## src/rtl/pic_bus_master.sv

```systemverilog
// rtl/pic_bus_master.sv - 8259-style PIC bus master with timed CS/RD/WR strobes
// Runs single host accesses and the ICW1..ICW4 init write sequence.
module pic_bus_master #(
  parameter int SETUP_CYC    = 1,
  parameter int STROBE_CYC   = 2,
  parameter int RECOVERY_CYC = 1
) (
  input  logic       CLK,
  input  logic       RST_N,
  input  logic       cmd_valid,
  output logic       cmd_ready,
  input  logic       cmd_rw,
  input  logic       cmd_a0,
  input  logic [7:0] cmd_data,
  input  logic       init_start,
  input  logic [7:0] icw1,
  input  logic [7:0] icw2,
  input  logic [7:0] icw3,
  input  logic [7:0] icw4,
  output logic       CS,
  output logic       RD,
  output logic       WR,
  output logic       A0,
  output logic [7:0] Data_out,
  output logic       Data_oe,
  input  logic [7:0] Data_in,
  output logic       rsp_valid,
  output logic [7:0] rsp_data,
  output logic       op_done,
  output logic       init_busy,
  output logic       init_done
);

  typedef enum logic [2:0] {
    S_IDLE,
    S_SETUP,
    S_STROBE,
    S_HOLD,
    S_RECOVER
  } state_t;

  state_t          r_state;
  logic [3:0]      r_cnt;
  logic            r_rw;
  logic [3:0][7:0] r_seq;
  logic [2:0]      r_seq_cnt;
  logic [2:0]      r_seq_idx;

  logic            w_init_go;
  logic            w_start;
  logic            w_rw;
  logic            w_a0;
  logic [7:0]      w_data;
  logic [3:0][7:0] w_seq;
  logic [2:0]      w_seq_cnt;

  assign w_init_go = (r_state == S_IDLE) && !init_busy && init_start;
  assign cmd_ready = (r_state == S_IDLE) && !init_busy && !init_start;

  // ICW3 only exists in cascade mode (icw1[1]=0), ICW4 only when icw1[0] requests it.
  always_comb begin
    w_seq[0]  = icw1 | 8'h10;
    w_seq[1]  = icw2;
    w_seq[2]  = 8'h00;
    w_seq[3]  = 8'h00;
    w_seq_cnt = 3'd2;
    case (icw1[1:0])
      2'b00: begin w_seq[2] = icw3; w_seq_cnt = 3'd3; end
      2'b01: begin w_seq[2] = icw3; w_seq[3] = icw4; w_seq_cnt = 3'd4; end
      2'b11: begin w_seq[2] = icw4; w_seq_cnt = 3'd3; end
      default: w_seq_cnt = 3'd2;
    endcase
  end

  // Next init word chains straight out of the last RECOVER cycle, skipping IDLE.
  always_comb begin
    w_start = 1'b0;
    w_rw    = cmd_rw;
    w_a0    = cmd_a0;
    w_data  = cmd_data;
    if (w_init_go) begin
      w_start = 1'b1;
      w_rw    = 1'b0;
      w_a0    = 1'b0;
      w_data  = w_seq[0];
    end else if (cmd_valid && cmd_ready) begin
      w_start = 1'b1;
    end else if (r_state == S_RECOVER && r_cnt == 4'd0 && init_busy) begin
      w_start = 1'b1;
      w_rw    = 1'b0;
      w_a0    = 1'b1;
      w_data  = r_seq[r_seq_idx[1:0]];
    end
  end

  always_ff @(posedge CLK or negedge RST_N) begin
    if (!RST_N) begin
      r_state   <= S_IDLE;
      r_cnt     <= 4'd0;
      r_rw      <= 1'b0;
      r_seq     <= '0;
      r_seq_cnt <= 3'd0;
      r_seq_idx <= 3'd0;
      CS        <= 1'b1;
      RD        <= 1'b1;
      WR        <= 1'b1;
      A0        <= 1'b0;
      Data_out  <= 8'h00;
      Data_oe   <= 1'b0;
      rsp_valid <= 1'b0;
      rsp_data  <= 8'h00;
      op_done   <= 1'b0;
      init_busy <= 1'b0;
      init_done <= 1'b0;
    end else begin
      op_done   <= 1'b0;
      rsp_valid <= 1'b0;
      init_done <= 1'b0;
      if (w_start) begin
        r_state  <= S_SETUP;
        r_cnt    <= 4'(SETUP_CYC - 1);
        r_rw     <= w_rw;
        CS       <= 1'b0;
        A0       <= w_a0;
        RD       <= 1'b1;
        WR       <= 1'b1;
        Data_oe  <= !w_rw;
        Data_out <= w_rw ? 8'h00 : w_data;
        if (w_init_go) begin
          r_seq     <= w_seq;
          r_seq_cnt <= w_seq_cnt;
          r_seq_idx <= 3'd0;
          init_busy <= 1'b1;
        end
      end else begin
        case (r_state)
          S_SETUP: begin
            if (r_cnt == 4'd0) begin
              r_state <= S_STROBE;
              r_cnt   <= 4'(STROBE_CYC - 1);
              RD      <= !r_rw;
              WR      <= r_rw;
            end else begin
              r_cnt <= r_cnt - 4'd1;
            end
          end
          S_STROBE: begin
            if (r_cnt == 4'd0) begin
              r_state <= S_HOLD;
              RD      <= 1'b1;
              WR      <= 1'b1;
              op_done <= 1'b1;
              if (r_rw) begin
                rsp_valid <= 1'b1;
                rsp_data  <= Data_in;
              end
              if (init_busy) begin
                r_seq_idx <= r_seq_idx + 3'd1;
                if (r_seq_idx == r_seq_cnt - 3'd1) init_done <= 1'b1;
              end
            end else begin
              r_cnt <= r_cnt - 4'd1;
            end
          end
          S_HOLD: begin
            r_state  <= S_RECOVER;
            r_cnt    <= 4'(RECOVERY_CYC - 1);
            CS       <= 1'b1;
            Data_oe  <= 1'b0;
            Data_out <= 8'h00;
            if (init_busy && r_seq_idx == r_seq_cnt) init_busy <= 1'b0;
          end
          S_RECOVER: begin
            if (r_cnt == 4'd0) r_state <= S_IDLE;
            else               r_cnt   <= r_cnt - 4'd1;
          end
          default: r_state <= S_IDLE;
        endcase
      end
    end
  end

endmodule
```

## config.mk

```make
export PLATFORM = sky130hd
export DESIGN_NAME = pic_bus_master
export DESIGN_NICKNAME = d
export VERILOG_FILES = /design/src/rtl/pic_bus_master.sv
export SDC_FILE = /design/constraint.sdc
export NUM_CORES = 1
export LEC_CHECK = 0
export BUFFER_PORTS_ARGS = -buffer_cell sky130_fd_sc_hd__buf_2
export CAP_MARGIN = 20
export CORE_MARGIN = 4
export CORE_UTILIZATION = 49
export CTS_CLUSTER_DIAMETER = 100
export DETAILED_ROUTE_END_ITERATION = 8
export PLACE_DENSITY = 0.76
export SYNTH_ARGS = -nofsm -noshare
export SYNTH_HDL_FRONTEND = slang
export SYNTH_SLANG_ARGS = --single-unit
```

## constraint.sdc

```tcl
create_clock -name CLK -period 2.2 [get_ports CLK]
set_clock_uncertainty 0.2 [all_clocks]
set_input_delay 0.11 -clock CLK [delete_from_list [all_inputs] [get_ports CLK]]
set_output_delay 0.11 -clock CLK [all_outputs]
set_load 0.005 [all_outputs]
```

* Yosys cells after proc, flatten, opt, wreduce, memory -nomap -nowiden
Index checks and enable logic that the tools add are counted.
** Operators by class
- Add/sub/neg operators :: 3
- Eq/ne operators :: 13
- Multiplexer cells :: 61
- $lt $le $gt $ge :: 1
- Reductions and logical operators :: 31
- Bitwise gates (word level) :: 1
** Operator list (count)
- two-way mux 8 bit :: 8
- two-way mux 1 bit :: 34
- two-way mux 3 bit :: 9
- binary-select mux 8 bit (select 2 bit) :: 1
- one-hot mux 8 bit (2 select lines) :: 1
- two-way mux 4 bit :: 3
- one-hot mux 3 bit (4 select lines) :: 1
- one-hot mux 4 bit (3 select lines) :: 1
- nonzero test 2 bit :: 5
- != test 3 bit (second input constant) :: 3
- AND reduction 3 bit :: 3
- AND reduction 4 bit :: 2
- logical AND 1 bit :: 7
- == test 3 x 2 -> 1 bit (second input constant) :: 2
- == test 3 bit :: 2
- one-hot mux 3 bit (2 select lines) :: 1
- OR reduction 2 bit :: 3
- logical NOT 1 bit :: 4
- logical NOT 4 bit :: 1
- one-hot mux 1 bit (2 select lines) :: 2
- AND reduction 2 bit :: 2
- nonzero test 4 bit :: 1
- subtractor 4 x 1 -> 4 bit (second input constant) :: 1
- adder 3 x 1 -> 3 bit (second input constant) :: 1
- other kinds (12) :: 12
** Word-level totals
- Bits of input ports :: 54
- Output and inout port bits :: 26
- Word-level logic and storage cells :: 130
- Register bits after elaboration :: 71

* Longest topological paths before layout
Gate-level depths: netlist of the first run.
- Depth in word-level cells :: 8
- Mapped depth :: 8

* Least setup slack after synthesis of the first run
OpenSTA, ideal clock, no wires.
- Path kind :: register to register
- Start point :: register r_cnt[0]
- End point :: register Data_out[4]
- Cell stages (with the launch flop) :: 8
- Setup slack :: 0.024 ns
- Required time :: 1.879 ns
- Arrival :: 1.855 ns
- Path buffers :: 1
- Cell sequence :: dfrtp_1 -> inv_1 -> ha_1 -> or3b_1 -> buf_6 -> or2_4 -> a211o_1 -> a22o_1
** Between the ends
- Cells in the longest elaborated chain, start to end :: 8
- Elaborated cells between the ends (all ways) :: 15
** RTL lines
- from (decl) :: line 43 : logic [3:0] r_cnt;
- from (signal assigned) :: line 121 : r_cnt <= 4'(SETUP_CYC - 1);
- from (signal assigned) :: line 140 : r_cnt <= 4'(STROBE_CYC - 1);
- from (signal assigned) :: line 144 : r_cnt <= r_cnt - 4'd1;
- logical NOT 4 bit * :: line 88 : end else if (r_state == S_RECOVER && r_cnt == 4'd0 && init_busy) begin
- logical AND 1 bit * (2 in series) :: line 88
- two-way mux 8 bit or two-way mux 1 bit (tied branches) :: line 88
- two-way mux 8 bit or two-way mux 1 bit (tied branches) :: line 86 : end else if (cmd_valid && cmd_ready) begin
- two-way mux 8 bit or two-way mux 1 bit (tied branches) :: line 81 : if (w_init_go) begin
- two-way mux 8 bit :: line 128 : Data_out <= w_rw ? 8'h00 : w_data;
- two-way mux 8 bit :: line 119 : if (w_start) begin
- to (signal assigned) :: line 128
- to (decl) :: line 24 : output logic [7:0] Data_out,
Mark *: on every way between the ends. The rest lies on a longest branch, timed or not.
A chain may end at the register's enable or synchronous reset.

* Worst setup path after layout of the first run
- Start point :: register r_cnt[1]
- End point :: register Data_out[4]
The elaborated chain is that of the path after synthesis.

==> results of run 1 <==
==> sequential cells by signal (all words and copies together), names as in the netlist <==
signal and cells:
WR 1, op_done 1, r_seq 32, rsp_data 8, r_seq_cnt 3, r_seq_idx 3, RD 1, rsp_valid 1
init_done 1, init_busy 1, r_cnt 4, Data_oe 1, r_state 3, A0 1, Data_out 8, r_rw 1
CS 1
==> routing by layer <==
layer,GRT usage,part of all wire
met1,0.296,0.42
met4,0.0722,0.015
met3,0.0481,0.070
met2,0.406,0.50
met5,0,0
==> metrics by stage <==
step                instances  total power (W)  instance area [um^2]   util  hold WS, ps
global route              593          0.00480                  4930  0.711         28.2
finish                    593          0.00453                  4930  0.711         18.4
floorplan                 351          0.00272                  3600      -         -386
CTS                       593          0.00454                  4930  0.710         8.61
detailed placement        527          0.00330                  4210  0.606        -33.4
global placement          527          0.00323                  4210  0.606        -36.6
==> worst max-delay path by stage <==
stage / end / slack, ps / from / cells past startpoint
after global routing: r_cnt[0] / 3 / r_cnt[0] / 7
after floorplan: Data_out[4] / 20 / r_cnt[0] / 7
final: Data_out[4] / 90 / r_cnt[1] / 6
after CTS: Data_out[4] / 1 / r_cnt[1] / 6
after detailed placement: Data_out[4] / 10 / r_cnt[1] / 6
after global placement: Data_out[4] / 70 / r_cnt[0] / 6
==> cells in the final DEF, fill, tap and decap left out, types with 3 or more instances in the layout <==
cell,count
mux4_2,8
xnor2_1,7
o31ai_1,9
nand2_1,78
dlygate4sd3_1,50
o2bb2ai_1,8
a22oi_1,10
dfrtp_1,68
a221oi_1,7
nand3_1,10
buf_4,22
a21oi_1,9
mux2_1,8
o21ai_0,10
buf_2,78
ha_1,9
nand2b_1,4
nor2_1,17
nor3_1,3
nor2b_1,5
clkbuf_8,10
or3_1,4
inv_1,12
dfstp_2,3
==> where the power goes <==
part           switching (W)  total (W)  leakage (nW)  internal (W)
Sequential          0.000222    0.00182         0.933       0.00160
Clock               0.000492    0.00116         0.110      0.000670
Combinational       0.000726    0.00154          1.35      0.000814
Total                0.00144    0.00453          2.40       0.00309
==> final cells by class <==
type | instances | area, um^2
clock inverter | 5 | 81.3
tap | 96 | 120
sequential | 71 | 1780
multi-input combinational | 246 | 1670
inverter | 12 | 45.0
timing repair buffer | 152 | 1100
fill | 498 | 2010
clock buffer | 11 | 141
==> worst register-to-register path: cells and delay by family, from the launching register on <==
kind | cells | cell delay [ps]
AOI/OAI and AO/OA | 2 | 480
adders and majority gates | 1 | 160
and+or+nand+nor | 2 | 710
buffers and inverters | 1 | 80
DFF | 1 | 380
==> what timing repair did <==
item / CTS / global route
resized for setup: 0 / 1
setup endpoints to repair: 0 / 9
hold buffers: 50 / 0
endpoints found under the hold margin: 120 / 0
==> cell families after synthesis <==
kind of cell	count (synthesis)	synth area share
and+or+nand+nor	139	0.188
AOI/OAI and AO/OA	72	0.145
DFF	71	0.495
buffers and inverters	34	0.0414
muxes	17	0.0779
xor gates and xnor gates	9	0.0219
adders and majority gates	9	0.0313
==> out/metrics.yaml, run 1 <==
run_status:
  status: "finished clean"
yosys:
  synth_area_um2: 3600
  syn_avg_cell_area_um2: 10.2
  syn-instance-count: 351
  synth_area_leaders: "dfrtp_1 (47%), nand2_1 (8.1%), mux4_2 (5.0%)"
  synth_flop_cell: "dfrtp_1"
  synth_area_leader_cell: "dfrtp_1"
  synth_top_area_frac: 0.473
  synth_cell_types: 54
  yosysMostFrequentCell: "nand2_1"
  yosys_register_bits: 71
  netlist_top_cells_count: "nand2_1 (78), dfrtp_1 (68), nor2_1 (17)"
  async_reset_ff_frac: 1.00
  synth_edf_count: 0
  yosys_warnings: 0
  syn-num-nets: 414
  yosysSeqAreaShare: 0.495
floorplan:
  dieArea_um2: 8780
  io_pins: 80
  core_um2: 6940
  die_h_um: 93.7
  initial_utilization: 0.518
  die_x_um: 93.7
  placementRows: 30
critical_path:
  startpoint_type: "flop"
  rr_worst_depth: 6
  r2r-end: "Data_out[4]"
  r2r_slack_ps: 90
  cp_num_buf_inv: 1
  path_cells: "inv_1 -> ha_1 -> or3b_4 -> or2_4 -> a211o_1 -> a22o_1"
  rr_startpoint: "r_cnt[1]"
  critical_path.max_fanout: 6
  endpoint_kind: "flop"
  crit_family: "simple AND/OR/NAND/NOR gates"
  crit_path_max_incr_delay_ps: 430
  crit_required_ps: 2240
  worstPathArrival_ps: 2150
  crit_type: "flop to flop"
  crit_slowest_cell: "or3b_4"
global_route:
  grt_use_total: 0.235
  grt_overflow_total: 0
  grt_pass1_vias: 3307
  grt_pass1_wl_mm: 16.1
  antenna_found_initial: 0
  grt_max_degree: 72
placement:
  dp_slack_ps: 13.3
  dp_hpwl_mm: 6.29
  port_buffers: 78
  gp_congestion: 0.855
clocking:
  cts_sinks: 71
  postCtsSetupRepairBufs: 0
  cts_root_buffer: "clkbuf_8"
  path_clk_slew_ps: 80
  cts_buffers: 9
  clock_latency_ps: 350
  cts_buffer_depth: 2
  cts_max_level: 3
  cts_tree: "done"
route:
  drtIter0Drc: 174
  wire_per_inst_um: 16.3
  vias: 3209
  drt_wl_total_mm: 9.66
  drc: 0
  vias_per_cell: 5.41
  ant_nets: 0
  drt_pass1_iterations: 4
timing:
  finalSetupViolCount: 0
  max_slew_margin: 0.567
  timing.final.hold_violations: 0
  min_period_over_period: 0.961
  fin_tns_setup_ps: 0
  worst_pin_slew_ps: 650
  fin_ws_ps: 85.7
  rsz0062_at_grt: "false"
  post-route-min-period_ps: 2110
  finalMaxSlewViolations: 0
  timing.fmax_mhz: 473
final_layout:
  area_growth_pct: 37.2
  diodes: 0
  nets: 555
  drive_gt1_frac: 0.280
flow_run:
  drv_cap: 0
worst_hold_path:
  holdCritPathClass: "input pin to flop"
  whs_path_depth: 4
  holdPathEnd: "Data_out[6]"
  hp-start: "cmd_data[6]"
power_and_ir_drop:
  vdd_drop_max_mv: 0.483
  p_leak_nw: 2.40
  p_per_area_nw_per_um2: 917
Note: power is estimated with default switching activity, not from simulation.
==> run 2: changes to the inputs <==
--- a/config.mk
+++ b/config.mk
@@ -10,6 +10,8 @@
 export CORE_MARGIN = 4
 export CORE_UTILIZATION = 49
+export CTS_BUF_LIST = sky130_fd_sc_hd__clkbuf_4 sky130_fd_sc_hd__clkbuf_8 sky130_fd_sc_hd__clkbuf_16
 export CTS_CLUSTER_DIAMETER = 100
 export DETAILED_ROUTE_END_ITERATION = 8
+export GPL_TIMING_DRIVEN = 1
 export PLACE_DENSITY = 0.76
 export SYNTH_ARGS = -nofsm -noshare
==> constraint.sdc (replaced) <==
create_clock -name CLK -period 2.2 [get_ports CLK]
set_clock_uncertainty 0.2 [all_clocks]
set_input_delay 0.44 -clock CLK [delete_from_list [all_inputs] [get_ports CLK]]
set_output_delay 0.44 -clock CLK [all_outputs]
set_load 0.005 [all_outputs]
==> run 2 against run 1 <==
  * First-iteration DRC count increased by 6.3%
  * Global-route usage decreased by 2.8 points
  * Power increased by 1.9%
  * Routed wire length decreased by 11%
  * Worst hold slack improved by 58 ps
  * Design area decreased by 8.9%
  * Critical endpoint is now cmd_ready
==> out/metrics.yaml, run 2 (synthesis results as in run 1) <==
run_status:
  status: "finished clean"
worst_hold_path:
  holdPathEnd: "r_seq[15]"
  whs_path_depth: 3
  holdCritPathClass: "input pin to flop"
  hp-start: "icw2[7]"
route:
  vias_per_cell: 5.53
  drt_wl_total_mm: 8.60
  wl_met2_mm: 4.15
  drt_pass1_iterations: 4
  drt-met1-wl_mm: 3.66
  met3_length_um: 654
  ant_nets: 0
  vias: 3028
  drc: 0
  wire_per_inst_um: 15.7
  routed.top_layer: "met4"
  drtIter0Drc: 185
clocking:
  path_clk_slew_ps: 90
  clock_latency_ps: 350
  cts_root_buffer: "clkbuf_8"
  cts_sinks: 71
  cts_tree: "done"
  cts_buffer_depth: 2
  cts_buffers: 9
  cts_max_level: 3
placement:
  port_buffers: 78
  dp_hpwl_mm: 6.23
  placed_area_um2: 4200
  gp_congestion: 0.825
final_layout:
  final_area_um2: 4490
  num-fill-cells: 560
  multiInputGateArea_um2: 1670
  regMostFlops: "r_seq"
  reg_top3: "r_seq (32), Data_out (8), rsp_data (8)"
  nets: 510
  largest_reg_flops: 32
  drive_gt1_frac: 0.325
  seqCellArea_um2: 1780
  area_growth_pct: 24.9
  most-common-layout-cells: "nand2_1 (78), buf_2 (78), dfrtp_1 (65)"
  diodes: 0
critical_path:
  crit_family: "simple AND/OR/NAND/NOR gates"
  path_cells: "or4_4 -> nor2_1 -> buf_2"
  critical_path.max_fanout: 5
  critPathLaunch: "r_state[0]"
  endpoint_kind: "output port"
  crit_required_ps: 1560
  rr_startpoint: "r_cnt[1]"
  crit_slowest_cell: "or4_4"
  cp_num_buf_inv: 1
  startpoint_type: "flop"
  r2r-end: "Data_out[4]"
  crit_path_max_incr_delay_ps: 580
  worstPathArrival_ps: 1550
  rr_worst_depth: 6
  crit_type: "flop to output port"
  r2r_slack_ps: 80
global_route:
  grt_overflow_total: 0
  grt_max_degree: 72
  grt_use_total: 0.207
  grt_pass1_vias: 2973
  antenna_found_initial: 0
  grt_pass1_wl_mm: 14.1
floorplan:
  dieArea_um2: 8780
  die_h_um: 93.7
  io_pins: 80
  initial_utilization: 0.518
  placementRows: 30
  core_um2: 6940
  die_x_um: 93.7
timing:
  finalMaxSlewViolations: 0
  worst_pin_slew_ps: 601
  max_slew_margin: 0.600
  post-route-min-period_ps: 2190
  finalSetupViolCount: 0
  timing.final.hold_violations: 0
  min_period_over_period: 0.997
  fin_tns_setup_ps: 0
  timing.fmax_mhz: 456
  rsz0062_at_grt: "true"
flow_run:
  drv_cap: 0
power_and_ir_drop:
  p_leak_nw: 2.22
  p_per_area_nw_per_um2: 1030
  vdd_drop_max_mv: 0.463
[run 2: changes by cell type in the layout (fill, tap and decap cells not counted)]
cell / change
buf_12: -1
buf_4: +5
bufinv_16: +1
clkbuf_1: -1
clkbuf_8: -1
clkinv_2: -1
clkinv_4: +1
clkinvlp_4: -1
dfrtp_1: -3
dfrtp_2: +3
dlygate4sd3_1: -49
inv_6: +1
inv_8: +1
[run 2: metal layers]
metal / vias to the layer above / global-route usage
met2: 106 / 0.339
met5: - / 0
met1: 1476 / 0.274
met4: 0 / 0.0734
li1: 1434 / -
met3: 12 / 0.0417
[run 2: worst max path at each step]
stage,to,slack (ps),cells after the start
after floorplan,Data_out[4],20,7
after global placement,Data_out[4],9,6
after detailed placement,Data_out[4],-30,6
after CTS,cmd_ready,-5,3
after global routing,cmd_ready,-40,3
final,cmd_ready,6,3
[run 2: repair_timing]
item                                    CTS  global route
pin swaps                                 1             0
endpoints found under the setup margin    2             4
hold endpoints to repair                 68             0
hold buffers                              1             0
buffers inserted                          3             0
resized for setup                         4             0
[run 2: where the power goes]
group / internal, W / switching [W]
Combinational: 0.000777 / 0.000742
Clock: 0.000769 / 0.000541
Sequential: 0.00160 / 0.000180
Total: 0.00315 / 0.00146
[run 2: area by class of cell]
cell class,instances,share of cell area
Inverter,12,0.0100
Sequential cell,71,0.397
Clock buffer,9,0.0276
Tap cell,96,0.0267
Timing Repair Buffer,107,0.139
Multi-Input combinational cell,246,0.372
Clock inverter,7,0.0284
[run 2: worst register-to-register path, cell delays in order, from the launching register on]
cell and delay (ps):
dfrtp_1 380, inv_1 80, ha_1 160, or3b_4 440
or2_4 280, a211o_1 280, a22o_1 190
[run 2: stage by stage]
| stage | std cells | total power [W] | worst slack, ps | utilization | hold WS (ps) |
|---|---|---|---|---|---|
| after floorplan | 351 | 0.00272 | 24.0 | - | -55.6 |
| after global placement | 528 | 0.00324 | 8.57 | 0.605 | 248 |
| after detailed placement | 528 | 0.00331 | -28.3 | 0.605 | 252 |
| after CTS | 548 | 0.00465 | -4.76 | 0.647 | 65.3 |
| after global routing | 548 | 0.00490 | -38.4 | 0.647 | 74.8 |
| final | 548 | 0.00461 | 6.37 | 0.647 | 76.7 |
==> run 3: changes to the inputs <==
Settings changed: ABC_AREA set to 1.
==> run 3 against run 2 <==
  * Global-route usage is essentially flat
  * Combinational power shrank 91%
  * Die area grew 1.6%
  * Utilization shrank 4.8 points
  * First-iteration DRC count shrank 5.9%
  * Critical path type unchanged
  * Critical endpoint unchanged
  * Largest power group unchanged
==> out/metrics.yaml, run 3 <==
route:
  wl_met2_mm: 4.23
  drc: 0
  vias: 3217
  drtIter0Drc: 174
  drt-met1-wl_mm: 3.74
  drt_pass1_iterations: 4
  ant_nets: 0
  met3_length_um: 540
  routed.top_layer: "met4"
  vias_per_cell: 5.02
  drt_wl_total_mm: 8.61
  wire_per_inst_um: 13.4
power_and_ir_drop:
  internal_power_w: 0.00178
  pwr-share-seq: 0.553
  p_sw_w: 0.000594
  vdd_drop_max_mv: 0.310
  p_leak_nw: 2.17
  p_clk_frac: 0.390
  p_per_area_nw_per_um2: 546
  swShare: 0.251
  fin_total_pwr_w: 0.00237
  power_frac_comb: 0.057
floorplan:
  die_h_um: 94.4
  core_um2: 7250
  placementRows: 31
  dieArea_um2: 8920
  io_pins: 80
  initial_utilization: 0.505
  die_x_um: 94.4
global_route:
  grt_overflow_total: 0
  grt_use_total: 0.207
  antenna_found_initial: 0
  grt_max_degree: 72
  grt_pass1_vias: 3077
  grt_pass1_wl_mm: 14.3
timing:
  fin_ws_ps: 154
  fin_tns_setup_ps: 0
  rsz0062_at_grt: "false"
  timing.fmax_mhz: 489
  finalMaxSlewViolations: 0
  finalSetupViolCount: 0
  worst_pin_slew_ps: 543
  min_period_over_period: 0.930
  max_slew_margin: 0.638
  post-route-min-period_ps: 2050
  timing.final.hold_violations: 0
yosys:
  syn-instance-count: 457
  yosys_register_bits: 71
  synth_edf_count: 0
  synth_area_leader_cell: "dfrtp_1"
  synth_area_leaders: "dfrtp_1 (46%), nand2_1 (20%), nand3_1 (4.1%)"
  synth_cell_types: 32
  async_reset_ff_frac: 1.00
  yosysMostFrequentCell: "nand2_1"
  syn-num-nets: 520
  synth_flop_cell: "dfrtp_1"
  yosys_warnings: 0
  netlist_top_cells_count: "nand2_1 (198), dfrtp_1 (68), nand3_1 (30)"
  syn_avg_cell_area_um2: 8.01
  synth_area_um2: 3660
  yosysSeqAreaShare: 0.486
  synth_top_area_frac: 0.465
final_layout:
  regMostFlops: "r_seq"
  area_growth_pct: 18.6
  largest_reg_flops: 32
  nets: 600
  reg_top3: "r_seq (32), Data_out (8), rsp_data (8)"
  most-common-layout-cells: "nand2_1 (198), buf_2 (78), dfrtp_1 (68)"
  diodes: 0
  drive_gt1_frac: 0.238
  layout_commonest_cell: "nand2_1"
clocking:
  path_clk_slew_ps: 80
  clock_latency_ps: 350
  cts_root_buffer: "clkbuf_8"
  cts_tree: "done"
  cts_sinks: 71
  cts_max_level: 3
  cts_buffer_depth: 2
  cts_buffers: 9
critical_path:
  crit_required_ps: 1560
  startpoint_type: "flop"
  path_cells: "nor2_2 -> nand2_1 -> nor2_1 -> buf_2"
  crit_family: "flip-flops"
  critical_path.max_fanout: 6
  crit_path_max_incr_delay_ps: 470
  worstPathArrival_ps: 1410
  crit_type: "flop to output port"
  endpoint_kind: "output port"
  crit_slowest_cell: "dfrtp_1"
  cp_num_buf_inv: 1
flow_run:
  drv_cap: 0
placement:
  dp_hpwl_mm: 6.19
  dp_slack_ps: 233
  port_buffers: 78
  gp_congestion: 0.835
run_status:
  status: "finished clean"
worst_hold_path:
  holdCritPathClass: "input pin to flop"
[run 3: layout make-up]
cell class / instances / area [um^2]
clock buffer: 9 / 124
clock inverter: 7 / 48.8
fill: 686 / 2910
inverter: 27 / 105
multi-input combinational: 340 / 1680
sequential: 71 / 1780
tap: 99 / 124
timing repair buffer: 88 / 480
[run 3: layer usage]
layer  track usage  vias up
li1              -     1622
met1         0.268     1491
met2         0.338       96
met3        0.0502        8
met4        0.0734        0
met5             0        -
[run 3: through the flow]
stage	area, um^2	util	instances	hold WS (ps)
after global placement	4160	0.573	624	232
after detailed placement	4160	0.573	624	239
after global routing	4340	0.599	641	75.4
final	4340	0.599	641	77.8
after CTS	4340	0.598	641	64.2
after floorplan	3660	-	457	-55.6
[run 3: worst paths after layout]
kind,from,end,slack [ps],cells past startpoint
worst max-delay path,init_busy,cmd_ready,150,4
worst min register to register,r_seq[4],r_seq[4],260,2
max in group asynchronous,RST_N,WR,1050,3
min in group asynchronous,RST_N,rsp_data[2],440,3
worst max register to register,init_busy,r_seq[19],200,4
worst min-delay path,icw2[5],r_seq[13],80,3
[run 3: power groups by stage]
stage               sequential (W)  clock, W  combinational (W)
detailed placement         0.00134         0           0.000136
floorplan                  0.00134         0          0.0000409
global route               0.00131   0.00102           0.000156
global placement           0.00134         0           0.000134
CTS                        0.00131  0.000958           0.000139
finish                     0.00131  0.000926           0.000135
[run 3: cell families after synthesis]
family / after synthesis / synth area share
compound gates: 69 / 0.112
simple gates: 256 / 0.302
flops: 71 / 0.486
buf+inv: 46 / 0.0547
fa+ha+maj: 9 / 0.0308
xor+xnor: 6 / 0.0144
[run 3: what timing repair did]
item	4_1_cts	5_1_grt
buffers inserted	0	0
hold endpoints to repair	68	0
hold buffers	1	0
endpoints found under the setup margin	0	1
resized for setup	0	1
[run 3: tightest hold or removal path, stage by stage]
cell,delay (ps)
buf_2,70
nand2_1,40
nand2_1,40
